==> config.mk <==
export PLATFORM = sky130hd
export DESIGN_NAME = ccm_lsu_adapter
export DESIGN_NICKNAME = d
export VERILOG_FILES = /design/src/rtl/ccm_lsu_adapter.sv
export SDC_FILE = /design/constraint.sdc
export NUM_CORES = 1
export LEC_CHECK = 0
export BUFFER_PORTS_ARGS = -buffer_cell sky130_fd_sc_hd__clkbuf_2
export CORE_MARGIN = 5
export CORE_UTILIZATION = 45
export DETAILED_ROUTE_END_ITERATION = 6
export MAX_ROUTING_LAYER = met4
export PLACE_DENSITY = 0.73
export SYNTH_ARGS = -nofsm -noshare
export SYNTH_HDL_FRONTEND = slang
export SYNTH_SLANG_ARGS = --single-unit
==> constraint.sdc <==
create_clock -name clk -period 3.09 [get_ports clk]
set_input_delay 0.4635 -clock clk [delete_from_list [all_inputs] [get_ports clk]]
set_output_delay 0.4635 -clock clk [all_outputs]
set_load 0.02 [all_outputs]
==> src/rtl/ccm_lsu_adapter.sv <==
// ccm_lsu_adapter
// Byte-addressed load/store front end for the CCM controller. Handles one
// request at a time, rejects misaligned or reserved-size accesses, extends
// sub-word loads and performs sub-word stores as read-modify-write because
// the controller only writes whole words. Controller read data returns one
// cycle after the read strobe.
module ccm_lsu_adapter #(
    parameter int ADDR_WIDTH = 11,
    parameter int DATA_WIDTH = 32
) (
    input  logic                  clk,
    input  logic                  rst_n,
    // LSU request
    input  logic                  req_valid,
    output logic                  req_ready,
    input  logic                  req_we,
    input  logic [ADDR_WIDTH+1:0] req_addr,
    input  logic [1:0]            req_size,
    input  logic                  req_unsigned,
    input  logic [DATA_WIDTH-1:0] req_wdata,
    // LSU response
    output logic                  rsp_valid,
    output logic [DATA_WIDTH-1:0] rsp_rdata,
    output logic                  rsp_err,
    // CCM controller read port
    output logic                  cntlr_rd,
    output logic [ADDR_WIDTH-1:0] cntlr_raddr,
    input  logic [DATA_WIDTH-1:0] cntlr_rd_data,
    input  logic                  cntlr_rd_valid,
    // CCM controller write port
    output logic                  cntlr_wr,
    output logic [ADDR_WIDTH-1:0] cntlr_waddr,
    output logic [DATA_WIDTH-1:0] cntlr_wr_data
);

    localparam logic [1:0] SZ_BYTE = 2'b00;
    localparam logic [1:0] SZ_HALF = 2'b01;
    localparam logic [1:0] SZ_WORD = 2'b10;

    typedef enum logic [2:0] {
        ST_IDLE,
        ST_RD,
        ST_RWAIT,
        ST_WR,
        ST_RESP
    } state_t;

    state_t                  r_state;
    state_t                  w_next_state;

    // Latched request
    logic                    r_we;
    logic [ADDR_WIDTH+1:0]   r_addr;
    logic [1:0]              r_size;
    logic                    r_unsigned;
    logic [DATA_WIDTH-1:0]   r_wdata;     // store data, replaced by the merged word during RMW
    logic                    r_err;

    // Response data register
    logic [DATA_WIDTH-1:0]   r_rdata;

    logic                    w_accept;
    logic                    w_fault;
    logic                    w_rd_capture;
    logic [1:0]              w_lane;
    logic [7:0]              w_byte;
    logic [15:0]             w_half;
    logic [DATA_WIDTH-1:0]   w_load_data;
    logic [DATA_WIDTH-1:0]   w_merge_data;

    assign w_accept     = req_valid & (r_state == ST_IDLE);
    assign w_rd_capture = (r_state == ST_RWAIT) & cntlr_rd_valid;
    assign w_lane       = r_addr[1:0];

    // Classify the live request: reserved size or misalignment is a fault.
    always_comb begin
        // NOTE: every combinational output gets a default before the case so
        // no path leaves it unassigned and no latch is inferred.
        w_fault = 1'b0;
        case (req_size)
            SZ_BYTE: w_fault = 1'b0;
            SZ_HALF: w_fault = req_addr[0];
            SZ_WORD: w_fault = (req_addr[1:0] != 2'b00);
            default: w_fault = 1'b1;
        endcase
    end

    // State register.
    always_ff @(posedge clk or negedge rst_n) begin
        // NOTE: sequential state is updated with non-blocking assignments so
        // every register samples the pre-edge values of the others.
        if (!rst_n) begin
            r_state <= ST_IDLE;
        end else begin
            r_state <= w_next_state;
        end
    end

    // Next-state logic: word stores skip the read, sub-word stores read first.
    always_comb begin
        w_next_state = r_state;
        case (r_state)
            ST_IDLE: begin
                if (req_valid) begin
                    if (w_fault) begin
                        w_next_state = ST_RESP;
                    end else if (req_we && (req_size == SZ_WORD)) begin
                        w_next_state = ST_WR;
                    end else begin
                        w_next_state = ST_RD;
                    end
                end
            end
            ST_RD:    w_next_state = ST_RWAIT;
            ST_RWAIT: begin
                if (cntlr_rd_valid) begin
                    w_next_state = r_we ? ST_WR : ST_RESP;
                end
            end
            ST_WR:    w_next_state = ST_RESP;
            ST_RESP:  w_next_state = ST_IDLE;
            default:  w_next_state = ST_IDLE;
        endcase
    end

    // Strobes decoded purely from the registered state.
    always_comb begin
        req_ready = 1'b0;
        cntlr_rd  = 1'b0;
        cntlr_wr  = 1'b0;
        rsp_valid = 1'b0;
        rsp_err   = 1'b0;
        case (r_state)
            ST_IDLE: req_ready = 1'b1;
            ST_RD:   cntlr_rd  = 1'b1;
            ST_WR:   cntlr_wr  = 1'b1;
            ST_RESP: begin
                rsp_valid = 1'b1;
                rsp_err   = r_err;
            end
            default: ;
        endcase
    end

    // Latch the request on acceptance; fold the merged word in during RMW.
    always_ff @(posedge clk or negedge rst_n) begin
        if (!rst_n) begin
            r_we       <= 1'b0;
            r_addr     <= '0;
            r_size     <= 2'b00;
            r_unsigned <= 1'b0;
            r_wdata    <= '0;
            r_err      <= 1'b0;
        end else if (w_accept) begin
            r_we       <= req_we;
            r_addr     <= req_addr;
            r_size     <= req_size;
            r_unsigned <= req_unsigned;
            r_wdata    <= req_wdata;
            r_err      <= w_fault;
        end else if (w_rd_capture && r_we) begin
            r_wdata    <= w_merge_data;
        end
    end

    // Load result register: cleared by a fault, updated by a load, held otherwise.
    always_ff @(posedge clk or negedge rst_n) begin
        if (!rst_n) begin
            r_rdata <= '0;
        end else if (w_accept && w_fault) begin
            r_rdata <= '0;
        end else if (w_rd_capture && !r_we) begin
            r_rdata <= w_load_data;
        end
    end

    // Select the addressed byte/half from the returned word and extend it.
    always_comb begin
        w_byte = cntlr_rd_data[8*w_lane +: 8];
        w_half = cntlr_rd_data[16*w_lane[1] +: 16];
        case (r_size)
            SZ_BYTE: w_load_data = {{(DATA_WIDTH-8){w_byte[7] & ~r_unsigned}}, w_byte};
            SZ_HALF: w_load_data = {{(DATA_WIDTH-16){w_half[15] & ~r_unsigned}}, w_half};
            default: w_load_data = cntlr_rd_data;
        endcase
    end

    // Overlay the store byte/half onto the word read back from the CCM.
    always_comb begin
        w_merge_data = cntlr_rd_data;
        if (r_size == SZ_BYTE) begin
            w_merge_data[8*w_lane +: 8] = r_wdata[7:0];
        end else begin
            w_merge_data[16*w_lane[1] +: 16] = r_wdata[15:0];
        end
    end

    assign cntlr_raddr   = r_addr[ADDR_WIDTH+1:2];
    assign cntlr_waddr   = r_addr[ADDR_WIDTH+1:2];
    assign cntlr_wr_data = r_wdata;
    assign rsp_rdata     = r_rdata;

endmodule

==> out/results.ini <==
[cells_and_area]
final_layout_size_suffix_gt1_frac=0.308
insertedDiodeCount=0
layout.area.seq_um2=2130
multi_input_area_um2=2410
fin_area_um2=5910
fin_util=0.546
fillers=993
final_nets=784
flow.area_growth_from_synthesis_pct=19.3

[sta]
period_share=0.784
tightest_slew_ps=1110
finalSetupTns_ps=0
timing.final.max_slew_violations=0
report.final.hold_viol_count=0
timing.clock.skew_ps=11.7
max_slew_margin=0.261
layout_min_cycle_time_ps=2420
unrepaired_setup_endpoints_after_global_routing=no
fmax_mhz=413
report.final.setup_viol=0
post-route-worst-setup-slack_ps=668

[yosys]
synthesis.area_per_instance_um2=8.87
largest_family_of_logic_cells_by_synthesized_area=compound AO/OA/AOI/OAI gates
synth.distinct_cells=48
synth-xor-area-share=0
ys_dominant_reg_cell=sky130_fd_sc_hd__dfrtp_1
synth.mux.area_fraction=0.0505
synth_warnings=0
post-synth-top-count-cell=sky130_fd_sc_hd__nand2_1
netlist_instances=559
synth.cells.most_frequent=sky130_fd_sc_hd__nand2_1 (98), sky130_fd_sc_hd__dfrtp_1 (85), sky130_fd_sc_hd__nor2_1 (52), sky130_fd_sc_hd__a21oi_1 (45), sky130_fd_sc_hd__o21ai_0 (39)
netlist_area_before_placement_um2=4960
yosys-top-cells-area=sky130_fd_sc_hd__dfrtp_1 (43%), sky130_fd_sc_hd__nand2_1 (7.4%), sky130_fd_sc_hd__mux2i_1 (5.0%), sky130_fd_sc_hd__a21oi_1 (4.5%), sky130_fd_sc_hd__buf_4 (4.1%)
synth_top_area_cell=sky130_fd_sc_hd__dfrtp_1
number_of_nets_in_the_synthesized_netlist=649
proportion_of_synthesized_flip_flops_having_asynchronous_set_or_reset=1.00
synth_simple_gate_area_share=0.158
synth_fa_ha_area_frac=0.0126
compound_gate_portion_of_the_synthesized_area=0.265
synth.yosys.seq_area_share=0.429
synth_top_area_share=0.429
synth-edff-count=0
yosys_register_bits=85

[pwr]
power_per_cell_area_nw_per_um2=1150
p_leak_nw=2.98
vdd_ir_drop_max_mv=0.449

[die]
start_util=0.457
die_width_um=115
design.die.area_um2=13200
fp.coreArea_um2=10800
std_cell_rows=38
io-pin-count=176
die_h_um=115

[drt]
drt_iter0_markers=452
aggregate_routed_wire_length_mm=15.9
vias_per_cell=5.81
drc=0
vias=4861
detailedRoute.firstPassIterationCount=6
ant_nets=0
avgRoutedWirePerCell_um=19.0

[worst_setup_path]
crit_path_end_kind=register
critical_path_cell_sequence=clkinv_1, ha_1, nor4bb_1, buf_4, a221oi_1, a211oi_1, a21oi_1, a21oi_1
critPathMostFrequentCell=sky130_fd_sc_hd__a21oi_1
worstPathBufferInverterCount=2
critPathTopFamily=flip-flops
rr_startpoint=r_addr[0]
critical_path.slowest_cell=sky130_fd_sc_hd__dfrtp_1
timing.critical_path.required_ps=3370
crit_path_start=r_addr[0]
crit_path_max_fanout=17
cp_max_stage_delay_ps=690
worst_ep_arrival_time_ps=2710
type_of_the_worst_setup_path=register to register
start_kind=register

[placement]
postPlaceCellArea_um2=5730
port-buffer-count=175
place.detailed.hpwl_mm=11.8
pre_cts_slack_ps=729
gp_congestion=0.917

[hold_path]
hold_class=input pin to asynchronous set/reset pin

[grt]
grt_antenna_before_repair=0
gr-total-overflow=0
number_of_global_route_vias_before_repair=4562
groute.usage.overall=0.247
grt_first_pass_wirelength_mm=24.8
grt_start_max_net_pins=86

[outcome]
outcome=finished, final reports clean

[clocking]
clock_tree_from_tritoncts=yes
postCtsSetupBuffers=0
clock-sinks=85
root_buffer=sky130_fd_sc_hd__clkbuf_8
cts.hold.buffers_added=0
path_clk_slew_ps=90
htree_levels=3
cts-resized-gates=0
tritoncts.num_buffers=9
clock_tree.buffer_depth=2
latest_clock_arrival_within_the_worst_skew_pair_ps=360

[job]
drv.max_cap_violation_count=0

worst register-to-register path: stages (launching register included):
cell and delay (ps):
sky130_fd_sc_hd__dfrtp_1 690, sky130_fd_sc_hd__clkinv_1 210, sky130_fd_sc_hd__ha_1 380, sky130_fd_sc_hd__nor4bb_1 280, sky130_fd_sc_hd__buf_4 200, sky130_fd_sc_hd__a221oi_1 90, sky130_fd_sc_hd__a211oi_1 250, sky130_fd_sc_hd__a21oi_1 80
sky130_fd_sc_hd__a21oi_1 170
cell families (layout without fill, tap and decap cells):
group / count (synthesis) / after routing
buffers and inverters: 73 / 211
flip-flops: 85 / 85
AO/OA/AOI/OAI: 193 / 193
AND/OR/NAND/NOR: 178 / 178
multiplexers: 25 / 25
adder cells (fa/ha/maj): 5 / 5
sequential cells by signal, summed over array words and instances (netlist names):
register,flops
cntlr_wr_data,32
rsp_rdata,32
r_size,2
r_state,3
r_err,1
r_addr,13
r_we,1
r_unsigned,1
per-layer routing:
layer	part of all wire	vias to the layer above	global-route usage
met5	0	-	-
met4	0.022	0	0.0806
met3	0.10	31	0.0511
met2	0.47	286	0.377
met1	0.40	2279	0.330
li1	-	2265	-
layout make-up:
type / count / area share
clock inverters: 4 / 0.00846
flip-flops and latches: 85 / 0.360
repair buffers: 188 / 0.165
clock buffers: 10 / 0.0233
inverters: 9 / 0.00571
well taps: 140 / 0.0296
multi-input cells: 401 / 0.408
placed cells by master (no fill, tap or decap), drive strengths merged, types with 9 or more instances in the layout:
cell	instances
a21oi	47
a211oi	17
nor2	53
o21ai	52
nand2	98
a221o	9
and2	9
a21o	10
clkbuf	184
mux2i	25
a32o	9
dfrtp	85
buf	14
a221oi	17
worst paths after layout:
| kind | slack, ps | to | depth (start not counted) |
|---|---|---|---|
| worst max-delay path | 670 | cntlr_wr_data[24] | 8 |
| worst min-delay path | 290 | rsp_rdata[1] | 1 |
| worst min register to register | 480 | r_err | 2 |
| min in group clk | 290 | r_addr[2] | 3 |
| max in group asynchronous | 2050 | rsp_rdata[23] | 1 |
| worst max register to register | 670 | cntlr_wr_data[24] | 8 |
where the power goes:
group	internal, mW	switching [mW]
Sequential	1.63	0.504
Clock	0.386	0.405
Combinational	1.38	2.47
Total	3.40	3.37
stage by stage:
stage	std cells	hold WS [ps]	total power [mW]
global route	837	289	7.28
global placement	823	461	5.89
floorplan	559	168	4.99
detailed placement	823	462	5.98
CTS	837	282	6.77
finish	837	290	6.77
Note: power is estimated with default switching activity, not from simulation.
